File: src/rtl/pc_sequencer.sv
// Registered program-counter unit: holds the PC and selects the next PC from
// sequential, branch, jump, register-jump and exception sources.
// Optional return-address-stack checker enabled by defining PC_SEQ_RAS_EN;
// without it ras_mismatch is tied low and no stack storage exists.
module pc_sequencer #(
    parameter int unsigned     XLEN         = 32,
    parameter logic [XLEN-1:0] RESET_VECTOR = 32'h0000_0000,
    parameter logic [XLEN-1:0] EXC_VECTOR   = 32'h0000_0080,
    parameter int unsigned     CNT_W        = 16,
    parameter int unsigned     RAS_DEPTH    = 4
) (
    input  logic             clk,
    input  logic             rst,
    input  logic             stall,
    input  logic [31:0]      instruction,
    input  logic             Jump,
    input  logic             Branch,
    input  logic             Bne,
    input  logic             zero,
    input  logic             JumpReg,
    input  logic             Link,
    input  logic [XLEN-1:0]  reg_target,
    input  logic             exc,
    output logic [XLEN-1:0]  pc,
    output logic [XLEN-1:0]  pc_plus4,
    output logic             flush,
    output logic             misalign,
    output logic [CNT_W-1:0] taken_cnt,
    output logic             ras_mismatch
);

    logic [XLEN-1:0]  pc_q;
    logic             flush_q;
    logic             misalign_q;
    logic [CNT_W-1:0] taken_cnt_q;

    logic [XLEN-1:0]  br_tgt;
    logic [XLEN-1:0]  j_tgt;
    logic [XLEN-1:0]  jr_tgt;
    logic             take_br;
    logic [XLEN-1:0]  next_pc;
    logic             redirect;

    // Bits [31:26] carry the opcode and are decoded elsewhere.
    logic unused_instr;
    assign unused_instr = ^instruction[31:26];

    assign pc_plus4 = pc_q + XLEN'(4);

    // Branch offset is a signed word offset relative to pc+4.
    assign br_tgt  = pc_plus4 + {{(XLEN - 18){instruction[15]}}, instruction[15:0], 2'b00};
    assign j_tgt   = {pc_plus4[XLEN-1:28], instruction[25:0], 2'b00};
    assign jr_tgt  = {reg_target[XLEN-1:2], 2'b00};
    assign take_br = Branch & (zero ^ Bne);

    // Next-PC priority select: exception, register jump, jump, branch, sequential.
    always_comb begin
        next_pc  = pc_plus4;
        redirect = 1'b1;
        if (exc) begin
            next_pc = EXC_VECTOR;
        end else if (JumpReg) begin
            next_pc = jr_tgt;
        end else if (Jump) begin
            next_pc = j_tgt;
        end else if (take_br) begin
            next_pc = br_tgt;
        end else begin
            redirect = 1'b0;
        end
    end

    // PC, redirect pulses and saturating redirect counter; stall holds state
    // and suppresses the one-cycle pulses.
    always_ff @(posedge clk) begin
        if (rst) begin
            pc_q        <= RESET_VECTOR;
            flush_q     <= 1'b0;
            misalign_q  <= 1'b0;
            taken_cnt_q <= '0;
        end else if (stall) begin
            flush_q    <= 1'b0;
            misalign_q <= 1'b0;
        end else begin
            pc_q       <= next_pc;
            flush_q    <= redirect;
            misalign_q <= JumpReg & ~exc & (reg_target[1:0] != 2'b00);
            if (redirect && !(&taken_cnt_q)) begin
                taken_cnt_q <= taken_cnt_q + CNT_W'(1);
            end
        end
    end

    assign pc        = pc_q;
    assign flush     = flush_q;
    assign misalign  = misalign_q;
    assign taken_cnt = taken_cnt_q;

`ifdef PC_SEQ_RAS_EN
    localparam int unsigned PTR_W     = (RAS_DEPTH > 1) ? $clog2(RAS_DEPTH) : 1;
    localparam int unsigned RAS_CNT_W = $clog2(RAS_DEPTH + 1);

    logic [XLEN-1:0]      ras_mem_q [RAS_DEPTH];
    logic [PTR_W-1:0]     ras_ptr_q;
    logic [PTR_W-1:0]     ras_ptr_inc;
    logic [PTR_W-1:0]     ras_ptr_dec;
    logic [RAS_CNT_W-1:0] ras_cnt_q;
    logic                 ras_mismatch_q;
    logic                 ras_push;
    logic                 ras_pop;

    // Link selects push vs pop, so both can never be high together.
    assign ras_push    = (Jump | JumpReg) & Link & ~stall & ~exc;
    assign ras_pop     = JumpReg & ~Link & ~stall & ~exc;
    assign ras_ptr_inc = ras_ptr_q + PTR_W'(1);
    assign ras_ptr_dec = ras_ptr_q - PTR_W'(1);

    // Circular stack: ptr addresses the top entry, a full push overwrites the
    // oldest entry. The stack only checks returns; it never steers the PC.
    always_ff @(posedge clk) begin
        if (rst) begin
            ras_ptr_q      <= '0;
            ras_cnt_q      <= '0;
            ras_mismatch_q <= 1'b0;
            for (int i = 0; i < int'(RAS_DEPTH); i++) begin
                ras_mem_q[i] <= '0;
            end
        end else begin
            ras_mismatch_q <= 1'b0;
            if (ras_push) begin
                ras_mem_q[ras_ptr_inc] <= pc_plus4;
                ras_ptr_q              <= ras_ptr_inc;
                if (ras_cnt_q != RAS_CNT_W'(RAS_DEPTH)) begin
                    ras_cnt_q <= ras_cnt_q + RAS_CNT_W'(1);
                end
            end else if (ras_pop && (ras_cnt_q != '0)) begin
                ras_mismatch_q <= (ras_mem_q[ras_ptr_q] != jr_tgt);
                ras_ptr_q      <= ras_ptr_dec;
                ras_cnt_q      <= ras_cnt_q - RAS_CNT_W'(1);
            end
        end
    end

    assign ras_mismatch = ras_mismatch_q;
`else
    logic unused_ras;
    assign unused_ras   = Link ^ (RAS_DEPTH == 0);
    assign ras_mismatch = 1'b0;
`endif

endmodule

File: config.mk
export PLATFORM = sky130hd
export DESIGN_NAME = pc_sequencer
export DESIGN_NICKNAME = d
export VERILOG_FILES = /design/src/rtl/pc_sequencer.sv
export SDC_FILE = /design/constraint.sdc
export NUM_CORES = 1
export LEC_CHECK = 0
export BUFFER_PORTS_ARGS = -buffer_cell sky130_fd_sc_hd__buf_2
export CAP_MARGIN = 20
export CELL_PAD_IN_SITES_DETAIL_PLACEMENT = 0
export CELL_PAD_IN_SITES_GLOBAL_PLACEMENT = 2
export CORE_ASPECT_RATIO = 1.75
export CORE_MARGIN = 2
export CORE_UTILIZATION = 29
export CTS_BUF_LIST = sky130_fd_sc_hd__clkbuf_8
export CTS_CLUSTER_SIZE = 10
export DETAILED_ROUTE_END_ITERATION = 6
export HOLD_SLACK_MARGIN = 0.1
export PLACE_DENSITY_LB_ADDON = 0.1
export SLEW_MARGIN = 20
export SYNTH_ARGS = -nofsm -noshare
export SYNTH_HDL_FRONTEND = slang
export SYNTH_SLANG_ARGS = --single-unit
File: constraint.sdc
create_clock -name clk -period 4.5 [get_ports clk]
set_clock_uncertainty 0.05 [all_clocks]
set_input_delay 0.225 -clock clk [delete_from_list [all_inputs] [get_ports clk]]
set_output_delay 0.225 -clock clk [all_outputs]
set_load 0.02 [all_outputs]
Yosys cells after proc, flatten, opt, wreduce, memory -nomap -nowiden
Cells that the tools add are included.
{ "op_classes": {"n_addsub": 3, "mux": 8, "bitwise": 6, "reduce_logical": 6} }
{ "op_table": {"columns": ["cell", "n"], "rows": [
  ["2-to-1 mux 32 bit", 4],
  ["adder 32 x 3 -> 32 bit, second input constant", 1],
  ["adder 32 bit", 1],
  ["adder 16 x 1 -> 16 bit, second input constant", 1],
  ["AND reduction 16 bit", 1],
  ["2-to-1 mux 1 bit", 4],
  ["bitwise AND 1 bit", 3],
  ["inverter 1 bit", 2],
  ["AND reduction 2 bit", 1],
  ["nonzero test 2 bit", 1],
  ["OR reduction 2 bit", 1],
  ["logical AND 1 bit", 1],
  ["zero test 1 bit", 1],
  ["XOR 1 bit", 1]
]} }
{ "totals": {"reg_bits": 50, "in_bits": 74, "out_inout_bits": 83, "word_cells": 27} }

Longest topological paths before layout
Gate-level depths: netlist of run 1.
{ "depth": {"ltp_word": 8, "depth_mapped": 16, "depth_no_buf": 16} }

Least setup slack after synthesis of run 1
OpenSTA, ideal clock, no wires.
{ "synth_path": {"path_kind": "register to register", "start": "register pc_q[4] (netlist: pc[4])", "end": "register pc_q[31] (netlist: pc[31])", "setup_time_ns": 0.133, "t_arrival_ns": 3.892, "t_required_ns": 4.317, "setup_slack_ns": 0.425, "stages_incl_launch_ff": 16, "path_buffers": 0, "synth_period_minus_slack_ns": 4.075, "cell_sequence": "dfxtp_1 > and4_1 > nand4_1 > nor2_1 > xor2_1 > ha_1 > and4_1 > nand3_1 > a21oi_2 > o31a_1 > o41ai_4 > o31ai_2 > o21a_1 > o211ai_2 > mux2i_1 > a211oi_2"} }
{ "synth_between": {"elab_chain_len": 6} }
{ "synth_lines": {"columns": ["item", "line_no", "source"], "rows": [
  ["start, declared", "32", "logic [XLEN-1:0] pc_q;"],
  ["start signal, assigned", "85", "pc_q <= next_pc;"],
  ["adder 32 x 3 -> 32 bit", "48", "assign pc_plus4 = pc_q + XLEN'(4);"],
  ["via pc_plus4[11]", "25", "output logic [XLEN-1:0] pc_plus4,"],
  ["adder 32 bit", "51", "assign br_tgt = pc_plus4 + {{(XLEN - 18){instruction[15]}}, instruction[15:0], 2'b00};"],
  ["2-to-1 mux 32 bit", "66", "end else if (take_br) begin"],
  ["2-to-1 mux 32 bit", "64", "end else if (Jump) begin"],
  ["2-to-1 mux 32 bit", "62", "end else if (JumpReg) begin"],
  ["2-to-1 mux 32 bit", "60", "if (exc) begin"]
]} }
The timed path passes the listed nets, and every way through them passes these cells.
A chain may end at the register's enable or synchronous reset.

Worst setup path after layout of run 1
{ "layout_path": {"start": "register pc_q[5] (netlist: pc[5])", "end": "register pc_q[20] (netlist: pc[20])"} }
{ "layout_between": {"elab_chain_len": 6} }
{ "layout_lines": {"columns": ["item", "line_no"], "rows": [
  ["adder 32 x 3 -> 32 bit (*)", "48"],
  ["adder 32 bit", "51"],
  ["2-to-1 mux 32 bit (*)", "66"],
  ["2-to-1 mux 32 bit (*)", "64"],
  ["2-to-1 mux 32 bit (*)", "62"],
  ["2-to-1 mux 32 bit (*)", "60"]
]} }
Mark *: on every way between the ends. The rest lies on a longest branch, timed or not.

==> impl_metrics.toml, run 1 <==
[clock_tree]
clk_pin_slew_ns = 0.11
cts_setup_buffers = 0
cts_max_path_buffers = 2
clock_sinks = 48
htreeDepth = 2
numCtsBuffers = 5
clockRootBuffer = "clkbuf_8"
tritoncts = "built"
clk_latency_ns = 0.33

[critical_path]
r2r_setup_slack_ns = 0.37
critPathLaunchType = "flip-flop"
arrival_ns = 4.31
r2r_start = "pc[5]"
reg2regPathDepth = 16
critPathRequiredTime_ns = 4.69
endpoint_kind = "flip-flop"
path_max_fanout = 6
r2r-end = "pc[20]"
path_class = "flip-flop to flip-flop"

[global_route]
grt_first_pass_wirelength_mm = 28.41
grt_max_degree = 41
grt_use_total_pct = 21.67
grt_pass1_vias = 5199
antenna_found_initial = 0
grt_overflow = 0

[place]
port_buffers = 144
gp_congestion = 0.8935
dp_hpwl_mm = 14.30
dp_cells = 924

[power]
cellPowerDensity_mw_per_mm2 = 204.4
peakVddDrop_uv = 108.8
p_leak_nw = 2.730

[synthesis]
synthCells = 604
synth_edf_count = 0
synthFlopType = "dfxtp_1"
syn-cell-area_mm2 = 0.004564
ys_seq_area_share_pct = 21.05
syn_avg_cell_area_um2 = 7.557
synth_cell_type_count = 58
async_flop_share_pct = 0
yosysWarnings = 0
ys_ff_latch = 48

[cells_and_area]
instances_no_fill = 951
final_cell_mix = "buf_2 (144), nor2_1 (66), nand2_1 (53)"
layout.nets = 877
seqCellArea_um2 = 960.9
area_delta_synth_final_pct = 27.00
final_common_cell = "buf_2"
fill_cells = 1671
drive_gt1_share_pct = 23.53
diodes = 0
multi_input_area_mm2 = 0.003410

[routing]
via_per_inst = 5.325
dr.first_iter.drc_count = 197
num_vias = 5064
first_pass_iters = 4
drc = 0
post_drt_wl_per_cell_um = 19.56
drt_wl_total_mm = 18.60
final_antenna_net_count = 0

[min_path]
holdPathEnd = "pc[29]"
hold_depth = 3
worstHoldStart = "reg_target[29]"
hp-class = "input port to flip-flop"

[timing]
min_period_ns = 4.125
worst_pin_slew_ns = 0.8545
fin_crit_sh_pct = 91.67
setup_viol = 0
max_freq_mhz = 242.4
slew_headroom_pct = 42.59
final_max_slew_viol_count = 0
tns_ns = 0
rsz0062_at_grt = "false"
finalHoldViolations = 0

[floorplanning]
num_io_pins = 157
die_area_mm2 = 0.01680
dieWidth_um = 98.84
die_h_um = 170.0
initial_core_util_pct = 29.66
core_mm2 = 0.01539
row_count = 60

[run_status]
status = "finished clean"

[job]
cap_violations = 0
repair_timing:
action	4_1_cts	5_1_grt
setup endpoints to repair	0	1
endpoints found under the hold margin	16	0
resized for setup	0	1
hold buffers	19	0
logic make-up after synthesis:
kind of cell | count (synthesis) | synth area share (%)
simple gates | 216 | 22.42
mux | 6 | 1.343
xor+xnor | 63 | 12.09
buf+inv | 48 | 4.688
other cells | 1 | 0.08216
compound gates | 183 | 27.47
flops | 48 | 21.05
fa+ha+maj | 39 | 10.86
worst max-delay path, cell delays in order (launching register included):
cell and delay [ns]:
dfxtp_1 0.46, and4_1 0.32, nand4_1 0.22, nor2_1 0.27, xor2_1 0.23, buf_4 0.15, ha_1 0.24, a21oi_1 0.19
o21ai_0 0.14, a21o_1 0.21, a21o_1 0.19, a211oi_1 0.53, nand2_1 0.10, a21oi_1 0.21, xor2_1 0.11, o211a_1 0.22
o31ai_1 0.18
power by group:
part	leakage, nW	internal, mW	switching, mW	total (mW)
combinational	2.29	0.168	0.251	0.419
clock	0.0485	0.112	0.193	0.306
sequential	0.390	0.440	0.0211	0.461
cell type report:
class / instances / area share [%]
Inverter: 17 / 1.101
Sequential cell: 48 / 16.58
Clock buffer: 5 / 1.187
Timing Repair Buffer: 180 / 17.92
Clock inverter: 3 / 0.3885
Multi-Input combinational cell: 512 / 58.82
Tap cell: 186 / 4.015
per-layer routing:
layer	wire length (µm)	part of all wire, %	global-route usage [%]
met5	0	0	0
met2	10020	54	42.16
met3	816	4.4	2.916
met4	519	2.8	7.147
met1	7244	39	23.53
registers in the layout, indices dropped and copies added, names as in the netlist:
| signal | count |
|---|---|
| taken_cnt | 16 |
| flush | 1 |
| pc | 30 |
| misalign | 1 |
Yosys cell counts, drive strengths merged (6+ instances only):
library cell / number / area share (%)
nand2b: 6 / 0.82
a21o: 15 / 2.5
a211oi: 8 / 1.4
and3: 12 / 1.6
xor2: 27 / 5.2
buf: 9 / 1.5
o21ai: 37 / 4.1
nor2: 66 / 5.4
a222oi: 9 / 2.0
a22oi: 16 / 2.6
clkbuf: 22 / 1.8
ha: 38 / 10
nor2b: 10 / 1.4
o211ai: 8 / 1.4
a21oi: 44 / 5.0
dfxtp: 48 / 21
o21a: 7 / 1.2
nand3: 22 / 2.4
nand2: 53 / 4.4
inv: 17 / 1.4
xnor2: 36 / 6.9
nand4: 10 / 1.4
nor3: 19 / 2.1
worst max-delay path by stage:
stage / slack (ns) / end / startpoint / cells after the start
after detailed placement: 0.37 / pc[30] / pc[5] / 15
after global routing: 0.04 / pc[20] / pc[5] / 16
after CTS: 0.28 / pc[30] / pc[5] / 15
after floorplan: 0.43 / pc[31] / pc[4] / 15
after global placement: 0.44 / pc[31] / pc[2] / 14
final: 0.37 / pc[20] / pc[5] / 16
stage by stage:
step                setup WS, ns  total power, mW  hold WS, ns  cell area, µm²  utilization (%)
floorplan                 0.4255           0.7382       0.3060            4579                -
detailed placement        0.3655           0.8776       0.4016            5515            35.84
global placement          0.4379           0.8745       0.3972            5515            35.84
finish                    0.3749            1.185       0.1226            5797            37.67
global route             0.03904            1.257       0.1185            5797            37.67
CTS                       0.2800            1.208       0.1004            5797            37.67
No activity file was read; power rests on OpenSTA's default activity.
==> run 2: changes to the inputs <==
--- a/config.mk
+++ b/config.mk
@@ -5,15 +5,15 @@
 export SDC_FILE = /design/constraint.sdc
 export NUM_CORES = 1
 export LEC_CHECK = 0
+export ABC_CLOCK_PERIOD_IN_PS = 4500
 export BUFFER_PORTS_ARGS = -buffer_cell sky130_fd_sc_hd__buf_2
 export CAP_MARGIN = 20
-export CELL_PAD_IN_SITES_DETAIL_PLACEMENT = 0
+export CELL_PAD_IN_SITES_DETAIL_PLACEMENT = 1
 export CELL_PAD_IN_SITES_GLOBAL_PLACEMENT = 2
 export CORE_ASPECT_RATIO = 1.75
 export CORE_MARGIN = 2
 export CORE_UTILIZATION = 29
 export CTS_BUF_LIST = sky130_fd_sc_hd__clkbuf_8
-export CTS_CLUSTER_SIZE = 10
 export DETAILED_ROUTE_END_ITERATION = 6
 export HOLD_SLACK_MARGIN = 0.1
 export PLACE_DENSITY_LB_ADDON = 0.1
==> impl_metrics.toml, run 2 (synthesized netlist as in run 1, its figures left out) <==
[routing]
dr.first_iter.drc_count = 215
first_pass_iters = 6
via_per_inst = 5.455
post_drt_wl_per_cell_um = 20.54
final_antenna_net_count = 0
drt_wl_total_mm = 19.44
drc = 0
num_vias = 5160

[job]
cap_violations = 0

[floorplanning]
die_h_um = 170.0
num_io_pins = 157
dieWidth_um = 98.84
initial_core_util_pct = 29.66
row_count = 60
die_area_mm2 = 0.01680
core_mm2 = 0.01539

[critical_path]
reg2regPathDepth = 14
r2r_start = "pc[2]"
r2r-end = "pc[31]"
crit_start = "pc[2]"
path_max_fanout = 8
path_class = "flip-flop to flip-flop"
critPathLaunchType = "flip-flop"
r2r_setup_slack_ns = 0.40
arrival_ns = 4.24
endpoint_kind = "flip-flop"
critPathRequiredTime_ns = 4.65

[power]
p_comb_share_pct = 33.8
p_leak_nw = 2.727
power_frac_seq_pct = 37.2
power_frac_clock_pct = 29.0
cellPowerDensity_mw_per_mm2 = 214.6
power_mw = 1.240
sw_frac_of_total_pct = 37.83
p_sw_mw = 0.4691
peakVddDrop_uv = 131.1
p_int_mw = 0.7708

[clock_tree]
tritoncts = "built"
clk_latency_ns = 0.33
clockRootBuffer = "clkbuf_8"
cts_setup_buffers = 0
numCtsBuffers = 5
clock_sinks = 48
htreeDepth = 2
cts_max_path_buffers = 2
clk_pin_slew_ns = 0.12

[global_route]
grt_pass1_vias = 5485
grt_first_pass_wirelength_mm = 29.99
grt_overflow = 0
antenna_found_initial = 0
grt_max_degree = 41
grt_use_total_pct = 22.83

[timing]
finalHoldViolations = 0
slew_headroom_pct = 45.85
worst_pin_slew_ns = 0.8122
hold_slack_ns = 0.1036
fin_crit_sh_pct = 91.01
tns_ns = 0
max_freq_mhz = 244.2
rsz0062_at_grt = "false"
setup_viol = 0
final_max_slew_viol_count = 0
min_period_ns = 4.095

[place]
dp_hpwl_mm = 15.28
port_buffers = 144
gp_congestion = 0.8935

[min_path]
hp-class = "input port to flip-flop"
hold_depth = 3
worstHoldStart = "instruction[9]"
holdPathEnd = "pc[11]"

[cells_and_area]
final_common_cell = "buf_2"
area_delta_synth_final_pct = 26.59
drive_gt1_share_pct = 24.08
diodes = 0
layout.nets = 872
largest_reg_flops = 30
final_cell_mix = "buf_2 (144), nor2_1 (65), nand2_1 (53)"

[run_status]
status = "finished clean"
run 2: changes by cell type in the layout (fill, tap and decap cells not counted), sizes merged:
cell	before	now
dlygate4sd3	19	14
clkinvlp	0	1
clkinv	2	1
inv	18	17
bufinv	0	1
run 2: worst max-delay path by stage:
stage               endpoint  slack [ns]
global placement      pc[31]        0.44
CTS                   pc[30]        0.32
finish                pc[31]        0.40
floorplan             pc[31]        0.43
detailed placement    pc[28]        0.34
global route          pc[30]        0.01
run 2: final cells by class:
class	instances	area, µm²
timing repair buffer	175	988.4
fill	1937	9612
tap	186	232.7
clock inverter	3	42.54
clock buffer	5	68.82
sequential	48	962.2
inverter	17	63.81
multi-input combinational	512	3420
run 2: what timing repair did:
item                                    in CTS  in global routing
endpoints found under the setup margin       0                  3
hold endpoints to repair                    12                  0
resized for setup                            0                  4
hold buffers                                14                  0
run 2: layer usage:
metal	routed length (µm)	vias to the layer above	part of all wire [%]	track usage, %
met4	501	0	2.6	6.671
met5	0	-	0	0
met1	7339	2498	38	23.85
met2	10900	131	56	46.18
li1	-	2506	-	-
met3	690	25	3.6	2.710
run 2: worst max-delay path, cell delays in order (launching register included):
cell and delay (ns):
dfxtp_1 0.54, and2_1 0.46, nand3_1 0.16, xnor2_1 0.26, ha_1 0.36, and4_1 0.26
nand3_1 0.10, a21oi_2 0.05, o31a_1 0.36, o41ai_4 0.48, o31ai_2 0.19, o21a_1 0.21
o211ai_2 0.17, mux2i_1 0.23, a211oi_2 0.08
run 2: power by group through the flow:
stage               Sequential, mW  Clock (mW)  Combinational [mW]
floorplan                    0.484           0               0.254
global placement             0.470           0               0.404
detailed placement           0.472           0               0.412
CTS                          0.462       0.372               0.424
global route                 0.465       0.378               0.463
finish                       0.462       0.359               0.419
run 2: per-stage QoR:
step / instance area, µm² / setup WS (ns) / util, % / cells
finish: 5778 / 0.4046 / 37.54 / 946
global route: 5778 / 0.01119 / 37.54 / 946
CTS: 5767 / 0.3190 / 37.47 / 946
detailed placement: 5515 / 0.3423 / 35.84 / 924
global placement: 5515 / 0.4379 / 35.84 / 924
floorplan: 4579 / 0.4255 / - / 608
==> run 3: changes to the inputs <==
--- a/config.mk
+++ b/config.mk
@@ -12,11 +12,12 @@
 export CELL_PAD_IN_SITES_GLOBAL_PLACEMENT = 2
 export CORE_ASPECT_RATIO = 1.75
 export CORE_MARGIN = 2
-export CORE_UTILIZATION = 29
-export CTS_BUF_LIST = sky130_fd_sc_hd__clkbuf_8
+export CORE_UTILIZATION = 28
+export CTS_BUF_LIST = sky130_fd_sc_hd__clkbuf_16
 export DETAILED_ROUTE_END_ITERATION = 6
 export HOLD_SLACK_MARGIN = 0.1
 export PLACE_DENSITY_LB_ADDON = 0.1
+export SKIP_LAST_GASP = 1
 export SLEW_MARGIN = 20
 export SYNTH_ARGS = -nofsm -noshare
 export SYNTH_HDL_FRONTEND = slang
==> impl_metrics.toml, run 3 (synthesized netlist as in run 1, its figures left out) <==
[timing]
fin_crit_sh_pct = 93.83
final_max_slew_viol_count = 0
min_period_ns = 4.222
setup_slack_ns = 0.2777
worst_pin_slew_ns = 0.8769
setup_viol = 0
rsz0062_at_grt = "true"
tns_ns = 0
max_freq_mhz = 236.8
slew_headroom_pct = 41.54
finalHoldViolations = 0

[clock_tree]
cts_max_path_buffers = 2
clockRootBuffer = "clkbuf_16"
clock_sinks = 48
htreeDepth = 2
numCtsBuffers = 5
cts_setup_buffers = 0
tritoncts = "built"
clk_latency_ns = 0.31
clk_pin_slew_ns = 0.08

[cells_and_area]
fill_cells = 2028
final_cell_mix = "buf_2 (144), nor2_1 (65), nand2_1 (53)"
layout.nets = 866
instances_no_fill = 943
diodes = 0
final_common_cell = "buf_2"
seqCellArea_um2 = 960.9
area_delta_synth_final_pct = 26.26
multi_input_area_mm2 = 0.003425
drive_gt1_share_pct = 24.40
design_area_mm2 = 0.005763
largest_reg_flops = 30

[critical_path]
cp_cell_sequence = "and4_1, nand4_1, nor2_2, xor2_1, buf_4, ha_1, a21oi_1, o21ai_0, a21o_1, a21o_1, a211oi_1, o21a_1, o21ai_0, a31oi_1, xor2_1, a311oi_1"
path_class = "flip-flop to flip-flop"
critPathRequiredTime_ns = 4.59
path_max_fanout = 6
arrival_ns = 4.32
endpoint_kind = "flip-flop"
critPathLaunchType = "flip-flop"
cp_slowest_cell = "dfxtp_1"
slowest_delay_ns = 0.46

[routing]
drc = 0
post_drt_wl_per_cell_um = 20.77
first_pass_iters = 5
drt_wl_total_mm = 19.59
num_vias = 5215
dr.first_iter.drc_count = 187
final_antenna_net_count = 0
via_per_inst = 5.530

[run_status]
status = "finished clean"

[power]
power_frac_clock_pct = 32.5
p_leak_nw = 2.725
p_sw_mw = 0.4896
peakVddDrop_uv = 144.7
sw_frac_of_total_pct = 37.53
cellPowerDensity_mw_per_mm2 = 226.4
power_frac_seq_pct = 35.3
p_int_mw = 0.8149
p_comb_share_pct = 32.2

[floorplanning]
die_h_um = 172.9
core_mm2 = 0.01595
initial_core_util_pct = 28.61
num_io_pins = 157
row_count = 61
die_area_mm2 = 0.01738
dieWidth_um = 100.5

[global_route]
grt_first_pass_wirelength_mm = 30.57
gr-usage-met1_pct = 22.38
grt_max_degree = 41
antenna_found_initial = 0
met3_usage_pct = 3.759
grt_util_met2_pct = 44.30
grt_most_used_layer = "met2"
grt_pass1_vias = 5660
grt_use_total_pct = 22.58
grt_overflow = 0

[place]
pre_cts_slack_ns = 0.2265
gp_congestion = 0.8610
place_area_mm2 = 0.005527
port_buffers = 144
dp_hpwl_mm = 15.31
dp_cells = 928

[min_path]
hp-class = "input port to flip-flop"

[job]
cap_violations = 0
==> run 3: cell types whose count changed in the layout (fill, tap and decap cells not counted), sizes merged <==
cell	delta
buf	+1
bufinv	-1
clkinvlp	-1
dlygate4sd3	-7
inv	+2
==> run 3: cell type report <==
type,count,area share [%]
clock inverter,3,0.4559
sequential,48,16.67
clock buffer,5,2.171
inverter,17,1.107
timing repair buffer,169,16.07
multi-input combinational,512,59.42
tap,189,4.103
==> run 3: path summary, 6_finish.rpt <==
kind	startpoint	endpoint	slack (ns)	cells past startpoint
hold reg to reg	taken_cnt[15]	taken_cnt[15]	0.47	2
hold / removal	reg_target[11]	pc[11]	0.12	3
setup reg to reg	pc[5]	pc[30]	0.28	16
setup / recovery	pc[5]	pc[30]	0.28	16
==> run 3: routing by layer <==
metal | up-vias | wire length (µm)
li1 | 2490 | -
met1 | 2535 | 7068
met2 | 148 | 10820
met4 | 0 | 823
met5 | - | 0
met3 | 42 | 871
==> run 3: repair_timing <==
action / in CTS / in global routing
resized for setup: 0 / 3
hold buffers: 7 / 0
hold endpoints to repair: 7 / 0
setup endpoints to repair: 0 / 5
==> run 3: power by group through the flow <==
stage / logic [mW] / registers (mW) / clock network (mW)
finish: 0.420 / 0.461 / 0.423
global placement: 0.410 / 0.469 / 0
CTS: 0.424 / 0.461 / 0.442
detailed placement: 0.417 / 0.471 / 0
floorplan: 0.254 / 0.484 / 0
global route: 0.462 / 0.464 / 0.454
==> run 3: worst max-delay path, delay by kind of cell, from the launching register on <==
family	cells	cell delay (ns)
simple gates	3	0.85
flops	1	0.46
fa+ha+maj	1	0.24
xor+xnor	2	0.42
compound gates	9	1.88
buf+inv	1	0.16
==> run 3: stage by stage <==
stage | power, mW | util (%) | hold slack, ns
2_1_floorplan | 0.7382 | - | 0.3060
3_3_place_gp | 0.8794 | 34.65 | 0.3964
3_5_place_dp | 0.8876 | 34.65 | 0.4045
4_1_cts | 1.326 | 36.03 | 0.1098
5_1_grt | 1.380 | 36.13 | 0.1256
6_report | 1.305 | 36.13 | 0.1182
